==> config.mk <==
export PLATFORM = sky130hd
export DESIGN_NAME = hicore_lsu_flat
export DESIGN_NICKNAME = d
export VERILOG_FILES = /design/src/rtl/hicore_lsu_if.sv /design/src/rtl/hicore_lsu.sv /design/src/flat_wrapper.sv
export SDC_FILE = /design/constraint.sdc
export NUM_CORES = 1
export LEC_CHECK = 0
export BUFFER_PORTS_ARGS = -buffer_cell sky130_fd_sc_hd__buf_2
export CAP_MARGIN = 0
export CORE_UTILIZATION = 51
export DETAILED_ROUTE_END_ITERATION = 10
export GPL_TIMING_DRIVEN = 0
export PLACE_DENSITY = 0.9
export SYNTH_ARGS = -nofsm -noshare
export SYNTH_HDL_FRONTEND = slang
export SYNTH_SLANG_ARGS = --single-unit
==> constraint.sdc <==
create_clock -name clk -period 2.6 [get_ports clk]
set_input_delay 0.13 -clock clk [delete_from_list [all_inputs] [get_ports clk]]
set_output_delay 0.13 -clock clk [all_outputs]
set_load 0.03 [all_outputs]
==> src/rtl/hicore_lsu_if.sv <==
// Bus bundle around the LSU: AGU request, data-memory port and writeback result.
// The slave modport is the LSU view; master is the surrounding pipeline/memory.
interface hicore_lsu_if #(
    parameter int ADDR_W = 32,
    parameter int DATA_W = 32,
    parameter int INFO_W = 57
);
    logic              i_agu2lsu_valid;
    logic              o_agu2lsu_ready;
    logic              i_agu2lsu_cancel;
    logic              i_agu2lsu_read;
    logic              i_agu2lsu_unsigned;
    logic              i_agu2lsu_word_access;
    logic              i_agu2lsu_short_access;
    logic              i_agu2lsu_byte_access;
    logic [ADDR_W-1:0] i_agu2lsu_addr;
    logic [DATA_W-1:0] i_agu2lsu_wdata;
    logic [3:0]        i_agu2lsu_wmask;
    logic [INFO_W-1:0] i_agu2lsu_info;

    logic              o_lsu2mem_valid;
    logic              i_lsu2mem_ready;
    logic              o_lsu2mem_read;
    logic [ADDR_W-1:0] o_lsu2mem_addr;
    logic [DATA_W-1:0] o_lsu2mem_wdata;
    logic [3:0]        o_lsu2mem_wmask;

    logic              i_mem2lsu_valid;
    logic [DATA_W-1:0] i_mem2lsu_rdata;
    logic              i_mem2lsu_err;

    logic              o_lsu2wb_valid;
    logic              i_lsu2wb_ready;
    logic [DATA_W-1:0] o_lsu2wb_data;
    logic [INFO_W-1:0] o_lsu2wb_info;

    modport slave (
        input  i_agu2lsu_valid, i_agu2lsu_cancel, i_agu2lsu_read,
        input  i_agu2lsu_unsigned, i_agu2lsu_word_access,
        input  i_agu2lsu_short_access, i_agu2lsu_byte_access,
        input  i_agu2lsu_addr, i_agu2lsu_wdata, i_agu2lsu_wmask,
        input  i_agu2lsu_info,
        output o_agu2lsu_ready,
        output o_lsu2mem_valid, o_lsu2mem_read, o_lsu2mem_addr,
        output o_lsu2mem_wdata, o_lsu2mem_wmask,
        input  i_lsu2mem_ready,
        input  i_mem2lsu_valid, i_mem2lsu_rdata, i_mem2lsu_err,
        output o_lsu2wb_valid, o_lsu2wb_data, o_lsu2wb_info,
        input  i_lsu2wb_ready
    );

    modport master (
        output i_agu2lsu_valid, i_agu2lsu_cancel, i_agu2lsu_read,
        output i_agu2lsu_unsigned, i_agu2lsu_word_access,
        output i_agu2lsu_short_access, i_agu2lsu_byte_access,
        output i_agu2lsu_addr, i_agu2lsu_wdata, i_agu2lsu_wmask,
        output i_agu2lsu_info,
        input  o_agu2lsu_ready,
        input  o_lsu2mem_valid, o_lsu2mem_read, o_lsu2mem_addr,
        input  o_lsu2mem_wdata, o_lsu2mem_wmask,
        output i_lsu2mem_ready,
        output i_mem2lsu_valid, i_mem2lsu_rdata, i_mem2lsu_err,
        input  o_lsu2wb_valid, o_lsu2wb_data, o_lsu2wb_info,
        output i_lsu2wb_ready
    );
endinterface

==> src/rtl/hicore_lsu.sv <==
// LSU front end: one outstanding data-memory access, load formatting,
// exception bypass and flush/drain handling toward writeback.
module hicore_lsu #(
    parameter int ADDR_W = 32,
    parameter int DATA_W = 32,
    parameter int IRQ_W  = 4,
    parameter int ROB_W  = 5,
    parameter int INFO_W = 16 + 32 + IRQ_W + ROB_W
) (
    input  logic        clk,
    input  logic        rst_n,
    input  logic        flush,
    hicore_lsu_if.slave bus
);
    typedef enum logic [2:0] {IDLE, CMD, RSP, WB, DRAIN} state_t;

    state_t            state, state_nx;
    logic              req_read;
    logic              req_unsigned;
    logic [2:0]        req_sz;
    logic [ADDR_W-1:0] req_addr;
    logic [DATA_W-1:0] req_wdata;
    logic [3:0]        req_wmask;
    logic [INFO_W-1:0] req_info;
    logic [DATA_W-1:0] wb_data;
    logic [INFO_W-1:0] wb_info;

    logic              accept, take, has_excp, mem_hs, rsp, wb_hs;
    logic [DATA_W-1:0] byte_sh, half_sh, load_data;
    logic              bsign, hsign;
    logic [15:0]       err_excp;

    assign bus.o_agu2lsu_ready = (state == IDLE) & ~flush;
    assign bus.o_lsu2mem_valid = (state == CMD);
    assign bus.o_lsu2wb_valid  = (state == WB) & ~flush;

    assign accept   = bus.i_agu2lsu_valid & bus.o_agu2lsu_ready;
    assign take     = accept & ~bus.i_agu2lsu_cancel;
    assign has_excp = |bus.i_agu2lsu_info[15:0];
    assign mem_hs   = bus.o_lsu2mem_valid & bus.i_lsu2mem_ready;
    assign rsp      = bus.i_mem2lsu_valid;
    assign wb_hs    = bus.o_lsu2wb_valid & bus.i_lsu2wb_ready;

    assign bus.o_lsu2mem_read  = req_read;
    assign bus.o_lsu2mem_addr  = {req_addr[ADDR_W-1:2], 2'b00};
    assign bus.o_lsu2mem_wdata = req_wdata;
    assign bus.o_lsu2mem_wmask = req_wmask;
    assign bus.o_lsu2wb_data   = wb_data;
    assign bus.o_lsu2wb_info   = wb_info;

    always_ff @(posedge clk or negedge rst_n) begin
        if (!rst_n) state <= IDLE;
        else        state <= state_nx;
    end

    always_comb begin
        state_nx = state;
        unique case (state)
            IDLE:  if (take) state_nx = has_excp ? WB : CMD;
            CMD: begin
                if (flush)       state_nx = mem_hs ? DRAIN : IDLE;
                else if (mem_hs) state_nx = RSP;
            end
            RSP: begin
                if (flush)    state_nx = rsp ? IDLE : DRAIN;
                else if (rsp) state_nx = WB;
            end
            WB:    if (flush | wb_hs) state_nx = IDLE;
            DRAIN: if (rsp) state_nx = IDLE;
            default: state_nx = IDLE;
        endcase
    end

    assign byte_sh  = bus.i_mem2lsu_rdata >> {req_addr[1:0], 3'b000};
    assign half_sh  = bus.i_mem2lsu_rdata >> {req_addr[1], 4'b0000};
    assign bsign    = byte_sh[7] & ~req_unsigned;
    assign hsign    = half_sh[15] & ~req_unsigned;
    assign err_excp = req_read ? 16'h0020 : 16'h0080;

    always_comb begin
        load_data = bus.i_mem2lsu_rdata;
        unique case (1'b1)
            req_sz[0]: load_data = {{(DATA_W-8){bsign}}, byte_sh[7:0]};
            req_sz[1]: load_data = {{(DATA_W-16){hsign}}, half_sh[15:0]};
            req_sz[2]: load_data = bus.i_mem2lsu_rdata;
            default:   load_data = bus.i_mem2lsu_rdata;
        endcase
    end

    // Result regs load either from an excepting request or a live response.
    always_ff @(posedge clk or negedge rst_n) begin
        if (!rst_n) begin
            req_read     <= 1'b0;
            req_unsigned <= 1'b0;
            req_sz       <= '0;
            req_addr     <= '0;
            req_wdata    <= '0;
            req_wmask    <= '0;
            req_info     <= '0;
            wb_data      <= '0;
            wb_info      <= '0;
        end else begin
            if (take) begin
                req_read     <= bus.i_agu2lsu_read;
                req_unsigned <= bus.i_agu2lsu_unsigned;
                req_sz       <= {bus.i_agu2lsu_word_access,
                                 bus.i_agu2lsu_short_access,
                                 bus.i_agu2lsu_byte_access};
                req_addr     <= bus.i_agu2lsu_addr;
                req_wdata    <= bus.i_agu2lsu_wdata;
                req_wmask    <= bus.i_agu2lsu_wmask;
                req_info     <= bus.i_agu2lsu_info;
                if (has_excp) begin
                    wb_data <= '0;
                    wb_info <= bus.i_agu2lsu_info;
                end
            end
            if (state == RSP && rsp && !flush) begin
                wb_data <= (bus.i_mem2lsu_err || !req_read) ? '0 : load_data;
                wb_info <= req_info;
                if (bus.i_mem2lsu_err)
                    wb_info[15:0] <= req_info[15:0] | err_excp;
            end
        end
    end
endmodule

==> src/flat_wrapper.sv <==
// flat-port wrapper written by rule: the top's interface ports become plain ports
module hicore_lsu_flat 
#(
    parameter int ADDR_W = 32,
    parameter int DATA_W = 32,
    parameter int IRQ_W  = 4,
    parameter int ROB_W  = 5,
    parameter int INFO_W = 16 + 32 + IRQ_W + ROB_W
)
  (clk, rst_n, flush, bus_i_agu2lsu_valid, bus_i_agu2lsu_cancel, bus_i_agu2lsu_read, bus_i_agu2lsu_unsigned, bus_i_agu2lsu_word_access, bus_i_agu2lsu_short_access, bus_i_agu2lsu_byte_access, bus_i_agu2lsu_addr, bus_i_agu2lsu_wdata, bus_i_agu2lsu_wmask, bus_i_agu2lsu_info, bus_o_agu2lsu_ready, bus_o_lsu2mem_valid, bus_o_lsu2mem_read, bus_o_lsu2mem_addr, bus_o_lsu2mem_wdata, bus_o_lsu2mem_wmask, bus_i_lsu2mem_ready, bus_i_mem2lsu_valid, bus_i_mem2lsu_rdata, bus_i_mem2lsu_err, bus_o_lsu2wb_valid, bus_o_lsu2wb_data, bus_o_lsu2wb_info, bus_i_lsu2wb_ready);
  hicore_lsu_if #(.ADDR_W(ADDR_W), .DATA_W(DATA_W), .INFO_W(INFO_W)) bus_i ();
  input  logic clk;
  input  logic rst_n;
  input  logic flush;
  input wire logic [$bits(bus_i.i_agu2lsu_valid)-1:0] bus_i_agu2lsu_valid;
  input wire logic [$bits(bus_i.i_agu2lsu_cancel)-1:0] bus_i_agu2lsu_cancel;
  input wire logic [$bits(bus_i.i_agu2lsu_read)-1:0] bus_i_agu2lsu_read;
  input wire logic [$bits(bus_i.i_agu2lsu_unsigned)-1:0] bus_i_agu2lsu_unsigned;
  input wire logic [$bits(bus_i.i_agu2lsu_word_access)-1:0] bus_i_agu2lsu_word_access;
  input wire logic [$bits(bus_i.i_agu2lsu_short_access)-1:0] bus_i_agu2lsu_short_access;
  input wire logic [$bits(bus_i.i_agu2lsu_byte_access)-1:0] bus_i_agu2lsu_byte_access;
  input wire logic [$bits(bus_i.i_agu2lsu_addr)-1:0] bus_i_agu2lsu_addr;
  input wire logic [$bits(bus_i.i_agu2lsu_wdata)-1:0] bus_i_agu2lsu_wdata;
  input wire logic [$bits(bus_i.i_agu2lsu_wmask)-1:0] bus_i_agu2lsu_wmask;
  input wire logic [$bits(bus_i.i_agu2lsu_info)-1:0] bus_i_agu2lsu_info;
  output wire logic [$bits(bus_i.o_agu2lsu_ready)-1:0] bus_o_agu2lsu_ready;
  output wire logic [$bits(bus_i.o_lsu2mem_valid)-1:0] bus_o_lsu2mem_valid;
  output wire logic [$bits(bus_i.o_lsu2mem_read)-1:0] bus_o_lsu2mem_read;
  output wire logic [$bits(bus_i.o_lsu2mem_addr)-1:0] bus_o_lsu2mem_addr;
  output wire logic [$bits(bus_i.o_lsu2mem_wdata)-1:0] bus_o_lsu2mem_wdata;
  output wire logic [$bits(bus_i.o_lsu2mem_wmask)-1:0] bus_o_lsu2mem_wmask;
  input wire logic [$bits(bus_i.i_lsu2mem_ready)-1:0] bus_i_lsu2mem_ready;
  input wire logic [$bits(bus_i.i_mem2lsu_valid)-1:0] bus_i_mem2lsu_valid;
  input wire logic [$bits(bus_i.i_mem2lsu_rdata)-1:0] bus_i_mem2lsu_rdata;
  input wire logic [$bits(bus_i.i_mem2lsu_err)-1:0] bus_i_mem2lsu_err;
  output wire logic [$bits(bus_i.o_lsu2wb_valid)-1:0] bus_o_lsu2wb_valid;
  output wire logic [$bits(bus_i.o_lsu2wb_data)-1:0] bus_o_lsu2wb_data;
  output wire logic [$bits(bus_i.o_lsu2wb_info)-1:0] bus_o_lsu2wb_info;
  input wire logic [$bits(bus_i.i_lsu2wb_ready)-1:0] bus_i_lsu2wb_ready;
  assign bus_i.i_agu2lsu_valid = bus_i_agu2lsu_valid;
  assign bus_i.i_agu2lsu_cancel = bus_i_agu2lsu_cancel;
  assign bus_i.i_agu2lsu_read = bus_i_agu2lsu_read;
  assign bus_i.i_agu2lsu_unsigned = bus_i_agu2lsu_unsigned;
  assign bus_i.i_agu2lsu_word_access = bus_i_agu2lsu_word_access;
  assign bus_i.i_agu2lsu_short_access = bus_i_agu2lsu_short_access;
  assign bus_i.i_agu2lsu_byte_access = bus_i_agu2lsu_byte_access;
  assign bus_i.i_agu2lsu_addr = bus_i_agu2lsu_addr;
  assign bus_i.i_agu2lsu_wdata = bus_i_agu2lsu_wdata;
  assign bus_i.i_agu2lsu_wmask = bus_i_agu2lsu_wmask;
  assign bus_i.i_agu2lsu_info = bus_i_agu2lsu_info;
  assign bus_o_agu2lsu_ready = bus_i.o_agu2lsu_ready;
  assign bus_o_lsu2mem_valid = bus_i.o_lsu2mem_valid;
  assign bus_o_lsu2mem_read = bus_i.o_lsu2mem_read;
  assign bus_o_lsu2mem_addr = bus_i.o_lsu2mem_addr;
  assign bus_o_lsu2mem_wdata = bus_i.o_lsu2mem_wdata;
  assign bus_o_lsu2mem_wmask = bus_i.o_lsu2mem_wmask;
  assign bus_i.i_lsu2mem_ready = bus_i_lsu2mem_ready;
  assign bus_i.i_mem2lsu_valid = bus_i_mem2lsu_valid;
  assign bus_i.i_mem2lsu_rdata = bus_i_mem2lsu_rdata;
  assign bus_i.i_mem2lsu_err = bus_i_mem2lsu_err;
  assign bus_o_lsu2wb_valid = bus_i.o_lsu2wb_valid;
  assign bus_o_lsu2wb_data = bus_i.o_lsu2wb_data;
  assign bus_o_lsu2wb_info = bus_i.o_lsu2wb_info;
  assign bus_i.i_lsu2wb_ready = bus_i_lsu2wb_ready;
  hicore_lsu #(.ADDR_W(ADDR_W), .DATA_W(DATA_W), .IRQ_W(IRQ_W), .ROB_W(ROB_W), .INFO_W(INFO_W)) u_core (.clk(clk), .rst_n(rst_n), .flush(flush), .bus(bus_i));
endmodule
==> results.toml <==
[floorplanning]
dieHeight_um = 141
chipWidth_um = 141
initial_utilization_pct = 52.2
core_area_um2 = 18800
die_area_um2 = 19800
floorplan.rows = 50
floorplan.io_pins = 332

[synthesis]
netlist-cell-type-count = 45
yosys_register_bits = 221
synth_flop_cell = "dfrtp_1"
synth_async_sr_flop_share_pct = 100
count_of_mapped_cells_out_of_synthesis = 1083
synthesis.area_per_instance_um2 = 9.04
netlist_area_before_placement_um2 = 9790
synthesis.yosys.warnings = 0
synth_sequential_area_ratio_pct = 56.5
synth-edff-count = 0

[worst_setup_path]
worst_ep_arrival_time_ps = 2870
start_kind = "input pin"
timing.critical_path.fanout_max = 10
critPathRequiredTime_ps = 3030
worstSetupEndpointType = "flip-flop"
setup.worst_path.class = "in -> reg"

[route]
drtPass1Iterations = 6
final_wirelength_mm = 37.4
routed_via_density = 5.88
drtAntennaViolNets = 0
first_iter_violations = 1174
dr_total_vias = 10900
drt-wirelength-per-cell_um = 20.1
remaining_drc_errors = 0

[clock_network]
clkLatencyLatePin_ps = 530
tritoncts = "yes"
cts_max_path_buffers = 3
clock_sinks = 221
cts_root_buf = "clkbuf_16"
numCtsBuffers = 24
cts-htree-levels = 1
clk_transition_reported_paths_ps = 60

[sta]
clock-skew-final_ps = 15.2
achievable-frequency_mhz = 411
grt_setup_unrepaired = "false"
min_period_ps = 2430
worst_slew_pin_slew_ps = 719
final.period_utilization_pct = 93.5
maxSlewViolCount = 0
finalSetupViolations = 0
finalSetupTns_ps = 0
hold_viol_final = 0
slew_headroom_pct = 51.6
final.hold.worst_slack_ps = 51.7

[min_path]
worst_min_delay_path_class = "in -> reg"

[placement]
count_of_placed_standard_cells_including_taps = 1648
place.detailed.hpwl_mm = 21.9
gp_routability_congestion = 0.991
portBuffers = 328

[finish]
multi_input_comb_area_um2 = 3590
final_layout_size_suffix_gt1_share_pct = 27.8
layoutNonFillerInstCount = 1859
layout.filler_cells = 1138
seq_area_um2 = 5530
nets = 1778
syn2layout_area_growth_pct = 45.4

[grt]
global_route.usage.total_pct = 38.2
antenna_found_initial = 2
grt_pass1_wl_mm = 58.9
globalRouteOverflowTotal = 0
vias_in_the_first_global_route = 11400
grt_start_max_net_pins = 95

[power_and_ir_drop]
power.leakage_nw = 7.50
power.density_cell_area_nw_per_um2 = 1190
vdd.ir_drop.worst_uv = 1090
overall_power_consumption_mw = 17.0

[run]
max-cap-violations = 0

[run_status]
outcome = "finished clean"
-- worst max-delay path, cell delays in order --
cell	delay, ps
dlygate4sd3_1	580
buf_2	160
nor4_1	490
and4_1	370
buf_2	330
clkbuf_1	410
o21ai_0	210
a21oi_1	180
-- cell usage after synthesis, types with 3 or more instances --
master / n / area [µm²]
a31oi_1: 55 / 344
clkbuf_1: 33 / 124
nor2b_1: 4 / 25.0
mux2i_1: 12 / 120
o2bb2ai_1: 10 / 87.6
dfrtp_1: 221 / 5530
nand2_1: 385 / 1450
inv_1: 12 / 45.0
nor2_1: 79 / 297
buf_4: 32 / 240
o21ai_0: 37 / 185
a221oi_1: 7 / 61.3
a21oi_1: 60 / 300
nor3b_1: 3 / 22.5
buf_6: 11 / 124
buf_2: 30 / 150
nor4_1: 4 / 25.0
o21ai_1: 25 / 125
a211oi_1: 3 / 22.5
a221o_1: 17 / 170
nand2b_1: 7 / 43.8
o32ai_1: 8 / 70.1
-- cells by family after synthesis --
logic type             count (synthesis)  share of synthesized area (%)
AND/OR/NAND/NOR                      499                           20.5
AO/OA/AOI/OAI                        231                           14.8
flip-flops                           221                           56.5
buffers and inverters                119                           7.01
multiplexers                          12                           1.23
other                                  1                         0.0383
-- timing repair --
item | CTS | global route
hold endpoints to repair | 439 | 0
resized for setup | 0 | 1
setup endpoints to repair | 0 | 24
hold buffers | 164 | 0
buffers inserted | 0 | 3
-- stage by stage --
stage,worst slack (ps),cell area [µm²],util [%]
4_1_cts,56.3,14200,75.7
3_5_place_dp,112,11800,62.8
3_3_place_gp,-2360,11700,62.5
5_1_grt,25.1,14200,75.9
6_report,169,14200,75.9
2_1_floorplan,673,9800,-
-- metal layers --
layer / GRT usage (%) / up-vias / share of wire [%]
li1: - / 4648 / -
met2: 64.7 / 915 / 49
met3: 9.47 / 214 / 10
met4: 24.7 / 0 / 6.5
met1: 43.2 / 5155 / 35
met5: 0 / - / 0
-- cell usage in the layout (no fill, tap or decap), types with 4 or more instances in the layout --
cell,count
a221oi_1,7
mux2i_1,12
clkbuf_8,5
clkbuf_16,24
nor2b_1,4
dfrtp_1,221
nor4_1,4
buf_4,35
o2bb2ai_1,10
dlygate4sd3_1,164
a21oi_1,60
a221o_1,17
clkbuf_1,38
buf_2,357
o21ai_1,25
nand2_1,385
clkinv_2,5
nand2b_1,7
buf_6,11
inv_1,12
a31oi_1,55
nor2_1,79
o21ai_0,37
o32ai_1,8
-- cell type report --
type / instances / share of cell area [%]
flip-flops and latches: 221 / 38.8
multi-input cells: 744 / 25.2
repair buffers: 497 / 23.7
clock buffers: 34 / 4.83
plain buffers: 107 / 4.51
well taps: 234 / 2.06
clock inverters: 8 / 0.562
inverters: 12 / 0.316
diodes: 2 / 0.0351
-- state kept, by name (all words and copies together), names as in the netlist --
register,cells
u_core.bus.o_lsu2mem_read,1
u_core.bus.o_lsu2mem_wdata,32
u_core.bus.o_lsu2mem_wmask,4
u_core.bus.o_lsu2wb_data,32
u_core.bus.o_lsu2wb_info,57
u_core.req_addr,32
u_core.req_info,57
u_core.req_sz,2
u_core.req_unsigned,1
u_core.state,3
-- worst paths after layout --
kind | slack [ps] | depth (start not counted) | end | from
max | 170 | 8 | u_core.bus.o_lsu2wb_info[24] | bus_i_agu2lsu_info[5]
min | 50 | 5 | u_core.state[0] | bus_i_lsu2mem_ready
max reg2reg | 240 | 6 | u_core.bus.o_lsu2wb_data[4] | u_core.req_sz[0]
min reg2reg | 470 | 2 | u_core.bus.o_lsu2mem_wdata[27] | u_core.bus.o_lsu2mem_wdata[27]
max in group asynchronous | 1710 | 3 | u_core.bus.o_lsu2wb_info[5] | rst_n
min in group asynchronous | 90 | 2 | u_core.bus.o_lsu2wb_data[25] | rst_n
-- report_power, final --
part / switching [mW] / internal, mW / total (mW)
Combinational: 5.05 / 2.47 / 7.53
Clock: 1.44 / 1.94 / 3.38
Sequential: 1.03 / 5.02 / 6.04
(Power assumes the default switching activity.)
